File: src/rtl/qdec_mvd_dec.sv
// qdec_mvd_dec: CABAC motion-vector-difference decoder sub-FSM (gt0/gt1 flags, EGk remainder, sign).
// Define QDEC_MVD_PREFIX_CHK_EN to abort with mvd_err_intr when the EGk prefix exceeds MAX_PREFIX.
module qdec_mvd_dec #(
    parameter int NUM_COMP     = 2,
    parameter int EG_K         = 1,
    parameter int MAX_PREFIX   = 16,
    parameter int MVD_W        = 16,
    parameter int CTX_ADDR_W   = 10,
    parameter int CTX_GT0_BASE = 0,
    parameter int CTX_GT1_BASE = 2
) (
    input  logic                      clk,
    input  logic                      rst_n,
    input  logic                      mvd_start,
    input  logic                      mvd_zero,
    input  logic [1:0]                slice_type,
    input  logic                      cabac_init_flag,
    output logic [CTX_ADDR_W-1:0]     ctx_mvd_addr,
    output logic                      ctx_mvd_addr_vld,
    output logic                      dec_run_mvd,
    output logic                      EPMode_mvd,
    input  logic                      dec_rdy,
    input  logic                      ruiBin,
    input  logic                      ruiBin_vld,
    output logic [NUM_COMP*MVD_W-1:0] mvd_out,
    output logic                      mvd_out_vld,
    output logic                      mvd_done_intr,
    output logic                      mvd_err_intr
);
    localparam int ACC_W = MAX_PREFIX + EG_K + 1;
    localparam int CW    = (NUM_COMP > 1) ? $clog2(NUM_COMP) : 1;
    localparam int KW    = 8;
    localparam logic [CW-1:0]    LAST    = CW'(NUM_COMP - 1);
    localparam logic [ACC_W-1:0] ACC_ONE = ACC_W'(1);

    typedef enum logic [2:0] {IDLE, GT0, GT1, EG_PRE, EG_SUF, SIGN, DONE, ABORT} state_t;

    state_t                      state, state_nxt;
    logic [CW-1:0]               comp, comp_nxt;
    logic [NUM_COMP-1:0]         gt0, gt1, gt0_new, gt1_new;
    logic [CW:0]                 nx_sel, first_sel;
    logic [ACC_W-1:0]            acc;
    logic [KW-1:0]               k, suf_left;
    logic                        init_off, outstanding, need_bin, bin_ok, pre_ovf;
    logic [NUM_COMP*MVD_W-1:0]   mvd_work;
    logic [MVD_W-1:0]            abs_val, mvd_val;

    // Returns {found, index} of the lowest set mask bit at or above lo.
    function automatic logic [CW:0] first_set_from(input logic [NUM_COMP-1:0] mask, input int lo);
        logic [CW:0] r;
        r = '0;
        for (int i = NUM_COMP - 1; i >= 0; i--) begin
            if (mask[i] && (i >= lo)) r = {1'b1, CW'(i)};
        end
        return r;
    endfunction

    assign bin_ok           = ruiBin_vld && outstanding;
    assign ctx_mvd_addr_vld = need_bin && !outstanding && dec_rdy;

    always_ff @(posedge clk) begin
        if (!rst_n) begin
            state <= IDLE;
            comp  <= '0;
        end else begin
            state <= state_nxt;
            comp  <= comp_nxt;
        end
    end

    // Components with no bins left are skipped by jumping straight to the next flagged index.
    always_comb begin
        state_nxt    = state;
        comp_nxt     = comp;
        gt0_new      = gt0;
        gt1_new      = gt1;
        need_bin     = 1'b0;
        EPMode_mvd   = 1'b0;
        ctx_mvd_addr = '0;
        if (state == GT0) gt0_new[comp] = ruiBin;
        if (state == GT1) gt1_new[comp] = ruiBin;
        nx_sel    = first_set_from(gt0_new, int'(comp) + 1);
        first_sel = first_set_from(gt0_new, 0);
        abs_val   = MVD_W'(acc) + MVD_W'(gt0[comp]) + MVD_W'(gt1[comp]);
        mvd_val   = ruiBin ? -abs_val : abs_val;
        case (state)
            IDLE: begin
                comp_nxt = '0;
                if (mvd_start) state_nxt = mvd_zero ? DONE : GT0;
            end
            GT0: begin
                need_bin     = 1'b1;
                ctx_mvd_addr = CTX_ADDR_W'(CTX_GT0_BASE) + CTX_ADDR_W'(init_off);
                if (bin_ok) begin
                    if (comp != LAST) begin
                        comp_nxt = comp + CW'(1);
                    end else if (first_sel[CW]) begin
                        state_nxt = GT1;
                        comp_nxt  = first_sel[CW-1:0];
                    end else begin
                        state_nxt = DONE;
                    end
                end
            end
            GT1: begin
                need_bin     = 1'b1;
                ctx_mvd_addr = CTX_ADDR_W'(CTX_GT1_BASE) + CTX_ADDR_W'(init_off);
                if (bin_ok) begin
                    if (nx_sel[CW]) begin
                        comp_nxt = nx_sel[CW-1:0];
                    end else begin
                        comp_nxt  = first_sel[CW-1:0];
                        state_nxt = gt1_new[first_sel[CW-1:0]] ? EG_PRE : SIGN;
                    end
                end
            end
            EG_PRE: begin
                need_bin   = 1'b1;
                EPMode_mvd = 1'b1;
                if (bin_ok) begin
                    if (pre_ovf)      state_nxt = ABORT;
                    else if (!ruiBin) state_nxt = (k == KW'(0)) ? SIGN : EG_SUF;
                end
            end
            EG_SUF: begin
                need_bin   = 1'b1;
                EPMode_mvd = 1'b1;
                if (bin_ok && (suf_left == KW'(1))) state_nxt = SIGN;
            end
            SIGN: begin
                need_bin   = 1'b1;
                EPMode_mvd = 1'b1;
                if (bin_ok) begin
                    if (nx_sel[CW]) begin
                        comp_nxt  = nx_sel[CW-1:0];
                        state_nxt = gt1[nx_sel[CW-1:0]] ? EG_PRE : SIGN;
                    end else begin
                        state_nxt = DONE;
                    end
                end
            end
            DONE:    state_nxt = IDLE;
            ABORT:   state_nxt = IDLE;
            default: state_nxt = IDLE;
        endcase
    end

    always_ff @(posedge clk) begin
        if (!rst_n) begin
            outstanding   <= 1'b0;
            dec_run_mvd   <= 1'b0;
            init_off      <= 1'b0;
            gt0           <= '0;
            gt1           <= '0;
            acc           <= '0;
            k             <= '0;
            suf_left      <= '0;
            mvd_work      <= '0;
            mvd_out       <= '0;
            mvd_out_vld   <= 1'b0;
            mvd_done_intr <= 1'b0;
        end else begin
            dec_run_mvd   <= ctx_mvd_addr_vld;
            mvd_out_vld   <= (state == DONE);
            mvd_done_intr <= (state == DONE);
            if (ruiBin_vld)       outstanding <= 1'b0;
            if (ctx_mvd_addr_vld) outstanding <= 1'b1;
            case (state)
                IDLE: if (mvd_start) begin
                    // init_type-1: P (and I) select offset 1 only with cabac_init_flag, B the other way round.
                    init_off <= ((slice_type == 2'd1) || (slice_type == 2'd2)) ? cabac_init_flag : !cabac_init_flag;
                    gt0      <= '0;
                    gt1      <= '0;
                    acc      <= '0;
                    k        <= KW'(EG_K);
                    mvd_work <= '0;
                end
                GT0: if (bin_ok) gt0 <= gt0_new;
                GT1: if (bin_ok) gt1 <= gt1_new;
                EG_PRE: if (bin_ok && !pre_ovf) begin
                    if (ruiBin) begin
                        acc <= acc + (ACC_ONE << k);
                        k   <= k + KW'(1);
                    end else begin
                        suf_left <= k;
                    end
                end
                EG_SUF: if (bin_ok) begin
                    acc      <= acc + (ACC_W'(ruiBin) << (suf_left - KW'(1)));
                    suf_left <= suf_left - KW'(1);
                end
                SIGN: if (bin_ok) begin
                    mvd_work[comp*MVD_W +: MVD_W] <= mvd_val;
                    acc <= '0;
                    k   <= KW'(EG_K);
                end
                DONE:    mvd_out <= mvd_work;
                ABORT:   mvd_out <= '0;
                default: ;
            endcase
        end
    end

`ifdef QDEC_MVD_PREFIX_CHK_EN
    localparam int PW = $clog2(MAX_PREFIX + 1);
    logic [PW-1:0] pre_cnt;

    assign pre_ovf = (pre_cnt == PW'(MAX_PREFIX)) && ruiBin;

    always_ff @(posedge clk) begin
        if (!rst_n) begin
            pre_cnt      <= '0;
            mvd_err_intr <= 1'b0;
        end else begin
            mvd_err_intr <= (state == ABORT);
            if ((state == IDLE) || (state == SIGN))       pre_cnt <= '0;
            else if ((state == EG_PRE) && bin_ok && ruiBin) pre_cnt <= pre_cnt + PW'(1);
        end
    end
`else
    assign pre_ovf      = 1'b0;
    assign mvd_err_intr = 1'b0;
`endif

endmodule

File: config.mk
export PLATFORM = sky130hd
export DESIGN_NAME = qdec_mvd_dec
export DESIGN_NICKNAME = d
export VERILOG_FILES = /design/src/rtl/qdec_mvd_dec.sv
export SDC_FILE = /design/constraint.sdc
export NUM_CORES = 1
export LEC_CHECK = 0
export CORE_MARGIN = 5
export CORE_UTILIZATION = 60
export CTS_BUF_LIST = sky130_fd_sc_hd__clkbuf_8
export DETAILED_ROUTE_END_ITERATION = 8
export PLACE_DENSITY = 0.9
export REMOVE_ABC_BUFFERS = 1
export SYNTH_ARGS = -nofsm -noshare
export SYNTH_HDL_FRONTEND = slang
export SYNTH_SLANG_ARGS = --single-unit
File: constraint.sdc
create_clock -name clk -period 4.3 [get_ports clk]
set_clock_uncertainty 0.1 [all_clocks]
set_input_delay 0.86 -clock clk [delete_from_list [all_inputs] [get_ports clk]]
set_output_delay 0.86 -clock clk [all_outputs]
set_load 0.02 [all_outputs]
# ---- After elaboration in Yosys (flattened, before gate mapping)
# Index checks and enable logic that the tools add are counted.
dict set report totals {
  elab_cells 163
  output_inout_bits 48
  reg_bits 110
  input_bits 10
}
dict set report classes {
  n_mux 74
  addsub 11
  n_eq_ne 22
  n_reduce_logical 33
  n_lt_le_gt_ge 6
  n_shift 4
}
# cell n
set op_table {}
lappend op_table {{one-hot mux 32 bit (2 select lines)} 2}
lappend op_table {{2-to-1 mux 18 bit} 5}
lappend op_table {{one-hot mux 18 bit (4 select lines)} 1}
lappend op_table {{2-to-1 mux 32 bit} 2}
lappend op_table {{2-to-1 mux 8 bit} 7}
lappend op_table {{2-to-1 mux 3 bit} 14}
lappend op_table {{adder 18 bit} 2}
lappend op_table {{negator 5 -> 34 bit} 1}
lappend op_table {{variable shift 16 x 34 -> 32 bit, first input constant} 1}
lappend op_table {{variable part select 16 x 34 -> 32 bit} 1}
lappend op_table {{adder 16 x 1 -> 16 bit} 2}
lappend op_table {{bitwise mux 32 bit} 1}
lappend op_table {{!= test 2 bit, second input constant} 12}
lappend op_table {{one-hot mux 8 bit (3 select lines)} 1}
lappend op_table {{2-to-1 mux 1 bit} 22}
lappend op_table {{one-hot mux 3 bit (7 select lines)} 1}
lappend op_table {{2-to-1 mux 2 bit} 9}
lappend op_table {{left shift 1 x 8 -> 18 bit} 1}
lappend op_table {{left shift 1 x 8 -> 18 bit, first input constant} 1}
lappend op_table {{2-to-1 mux 16 bit} 1}
lappend op_table {{negator 16 bit} 1}
lappend op_table {{one-hot mux 8 bit (2 select lines)} 1}
lappend op_table {{equality test 3 bit, second input constant} 4}
lappend op_table {{nonzero test 2 bit} 6}
lappend op_table {{other kinds (34)} 51}

# ---- Longest topological paths before layout
dict set report depth {
  word_depth 15
  ltp_mapped 19
  depth_no_buf 17
}

# ---- Least setup slack after synthesis
# Ideal clock, no wire load.
dict set report synth_timing {
  path_type {register to register}
  startpoint {register suf_left[0]}
  endpoint {register acc[14]}
  stages_incl_launch_ff 20
  arrival_ps 3690
  setup_ps 62
  path_buffers 2
  setup_slack_ps 448
  path_cell_list {dfxtp_1 > clkbuf_1 > inv_1 > ha_1 > clkbuf_1 > o21bai_1 > a211o_1 > nand3_1 > nand4_1 > o22ai_1 > ha_1 > inv_1 > fa_1 > nor2b_1 > o21bai_1 > and3_1 > o21ai_1 > a21oi_1 > a2111o_1 > nand3_1}
}
dict set report synth_via {
  elab_chain_cells 5
}
# element line_no
set synth_lines {}
lappend synth_lines {{start: declaration} 43} ;# logic [KW-1:0] k, suf_left;
lappend synth_lines {{start signal: assignment} 185} ;# suf_left <= k;
lappend synth_lines {{start signal: assignment} 190} ;# suf_left <= suf_left - KW'(1);
lappend synth_lines {{subtractor 8 x 1 -> 8 bit} 189} ;# acc <= acc + (ACC_W'(ruiBin) << (suf_left - KW'(1)));
lappend synth_lines {{left shift 1 x 8 -> 18 bit} 189}
lappend synth_lines {{adder 18 bit} 189}
lappend synth_lines {{2-to-1 mux 18 bit} 188} ;# EG_SUF: if (bin_ok) begin
lappend synth_lines {{one-hot mux 18 bit (4 select lines)} 168} ;# case (state)
lappend synth_lines {{end signal: assignment} 182} ;# acc <= acc + (ACC_ONE << k);
lappend synth_lines {{end signal: assignment} 189}
lappend synth_lines {{end: declaration} 42} ;# logic [ACC_W-1:0] acc;
# No other way between the ends. The select of a mux whose other input is x is not followed.
# A chain may end at the register's enable or synchronous reset.

# ---- Worst setup path in the final report
dict set report layout_timing {
  startpoint {register suf_left[0]}
  endpoint {register acc[15]}
}
# Same word-level chain as after synthesis.

==> impl_metrics.yaml <==
outcome:
  outcome: "completed"
timing:
  relSlewSlack_pct: 38.0
  tightest_slew_ns: 0.924
  fin_setup_tns_ns: 0
  period_share_pct: 93.1
  hold_violations: 0
  final-setup-viol-count: 0
  min_period_ns: 4.00
  report.final.slew_viol_count: 0
  worst_slack_ns: 0.296
  rsz0062_at_grt: "no"
  achievable-frequency_mhz: 250
grt:
  grt_pass1_vias: 5458
  grt_antenna_before_repair: 0
  grt_max_degree: 34
  grt_remaining_overflow: 0
  grt_pass1_wl_microns: 25800
  grt_usage_pct: 24.6
layout:
  antenna_cells: 0
  synthToLayoutAreaGrowth_pct: 11.9
  finalInstanceArea_sq_um: 6990
  fin_cells: 946
  final_nets: 842
  drive_gt1_share_pct: 5.43
synth:
  synth_top_family_by_area: "compound AO/OA/AOI/OAI gates"
  synthTopCellsByArea: "dfxtp_1 (35%), nor2_1 (5.1%), xnor2_1 (5.1%)"
  async_flop_share_pct: 0
  synth_ff_type: "dfxtp_1"
  ys_seq_elements: 108
  yosys.area.top_type: "dfxtp_1"
  synth_top_area_share_pct: 34.6
  synth_compound_area_share_pct: 23.7
  synthMuxAreaShare_pct: 1.12
  synth_edf_count: 0
  synth-simple-area-share_pct: 21.8
  syn_area_sq_um: 6240
  yosys_warnings: 0
  seq_area_frac_synth_pct: 34.6
  synthDistinctLibCells: 69
  synth_xor_area_share_pct: 7.72
  syn_inst: 777
  synth.cells.most_frequent: "dfxtp_1 (108), nor2_1 (85), nand2_1 (75)"
  syn_avg_cell_area_sq_um: 8.03
  synthAdderAreaFrac_pct: 5.65
  post-synth-top-count-cell: "dfxtp_1"
clock_tree:
  cts-resized-gates: 0
  cts_num_sinks: 108
  cts_tree: "done"
  cts_root_buf: "clkbuf_8"
  cts_setup_buffers: 0
  ctsHoldBuffers: 0
  clock_path_buffers: 2
  htreeDepth: 3
  numCtsBuffers: 9
  insertion_delay_ns: 0.40
  clk_pin_slew_ns: 0.10
min_path:
  worst_hold_path_type: "register to register"
setup_path:
  end_kind: "register"
  arrival_ns: 4.18
  crit_fanout: 11
  start_kind: "register"
  critPathKind: "register to register"
  crit_required_ns: 4.48
floorplan:
  initial_utilization_pct: 61.0
  die_w_microns: 112
  rows: 37
  dieArea_sq_um: 12500
  core_area_sq_um: 10200
  top_level_ports: 58
  die_h_microns: 112
power_and_ir_drop:
  p_per_area_nw_per_um2: 343
  p_leak_uw: 0.00251
  ir_worst_vdd_mv: 0.179
placed_design:
  dp.cells: 930
  hpwl_microns: 11600
  io_buffers: 48
  place_ws_ns: 0.248
  place_congestion: 0.965
  place_area_sq_um: 6800
routing:
  wl_per_cell_microns: 16.4
  drt_iter0_markers: 526
  first_pass_iters: 5
  ant_nets: 0
  wl_microns: 15500
  post_drt_via_cell_ratio: 6.16
  num_vias: 5824
  drc: 0
flow_run:
  cap_viol_max_count: 0
sequential cells by signal (all words and copies together) (netlist names):
register / count
acc: 16
mvd_done_intr: 1
suf_left: 8
init_off: 1
gt1: 2
mvd_work: 32
state: 3
mvd_out: 32
k: 8
gt0: 2
outstanding: 1
dec_run_mvd: 1
comp: 1
logic make-up (layout without fill, tap and decap cells):
kind of cell / after synthesis / count (layout)
and+or+nand+nor: 282 / 282
AOI/OAI and AO/OA: 222 / 222
DFF: 108 / 108
buffers and inverters: 75 / 100
xor gates and xnor gates: 55 / 55
adders and majority gates: 27 / 27
muxes: 7 / 7
other: 1 / 9
metrics by stage:
| stage | hold WS, ns | utilization (%) | total power, uW |
|---|---|---|---|
| 2_1_floorplan | 0.327 | - | 1560 |
| 3_3_place_gp | 0.340 | 66.4 | 1780 |
| 3_5_place_dp | 0.347 | 66.4 | 1800 |
| 4_1_cts | 0.360 | 68.3 | 2390 |
| 5_1_grt | 0.387 | 68.3 | 2530 |
| 6_report | 0.360 | 68.3 | 2400 |
cell usage in the layout, fill, tap and decap left out, types with 5 or more instances in the layout:
master,count
dfxtp_1,107
nor2_1,85
nand2_1,75
clkdlybuf4s50_1,48
a21oi_1,46
xnor2_1,36
a22o_1,34
o21ai_1,34
nor3_1,26
ha_1,25
nand3_1,22
o21ai_0,22
inv_1,19
xor2_1,19
a22oi_1,16
buf_4,16
o22ai_1,15
nand4_1,11
and2_1,10
clkbuf_8,10
conb_1,9
mux2i_1,7
nor2b_1,7
a31oi_1,7
nand3b_1,6
nor4_1,6
or3_1,6
and3_1,5
nand2b_1,5
a211oi_1,5
routing by layer:
metal  share of wire [%]  GRT usage, %  vias to the layer above
li1                    -             -                     2837
met1                  42          31.0                     2709
met4                 2.5          9.38                        0
met3                 7.4          5.16                       32
met2                  48          41.4                      246
met5                   0             0                        -
where the power goes:
part	total [uW]	switching, uW	leakage [uW]	internal, uW
clock	601	365	0.0000943	236
combinational	741	486	0.00154	255
sequential	1050	28.3	0.000871	1030
total	2400	880	0.00251	1520
path summary, 6_finish.rpt:
path | cells after the start | endpoint | startpoint | slack (ns)
worst min register to register | 2 | mvd_work[15] | mvd_work[15] | 0.36
worst max-delay path | 16 | acc[15] | suf_left[0] | 0.30
worst max register to register | 16 | acc[15] | suf_left[0] | 0.30
worst min-delay path | 2 | mvd_work[15] | mvd_work[15] | 0.36
critical path, cell delays in order, from the launching register on:
cell	delay, ns
dfxtp_2	0.45
inv_1	0.09
ha_1	0.34
o21bai_1	0.24
a211o_1	0.30
nand3_1	0.14
nand2_1	0.11
or3_1	0.37
o22ai_1	0.19
ha_1	0.31
o21a_1	0.14
nor4_1	0.26
o41a_1	0.24
a21oi_1	0.06
xnor2_1	0.23
mux2i_1	0.23
a21oi_1	0.09
area by class of cell:
type,count,area [sq um]
Inverter,20,75.1
Sequential cell,108,2160
Clock inverter,6,51.3
Clock buffer,10,138
Timing Repair Buffer,64,601
Fill cell,818,3240
Multi-Input combinational cell,602,3790
Tap cell,136,170
Power figures use the tool's default switching activity.
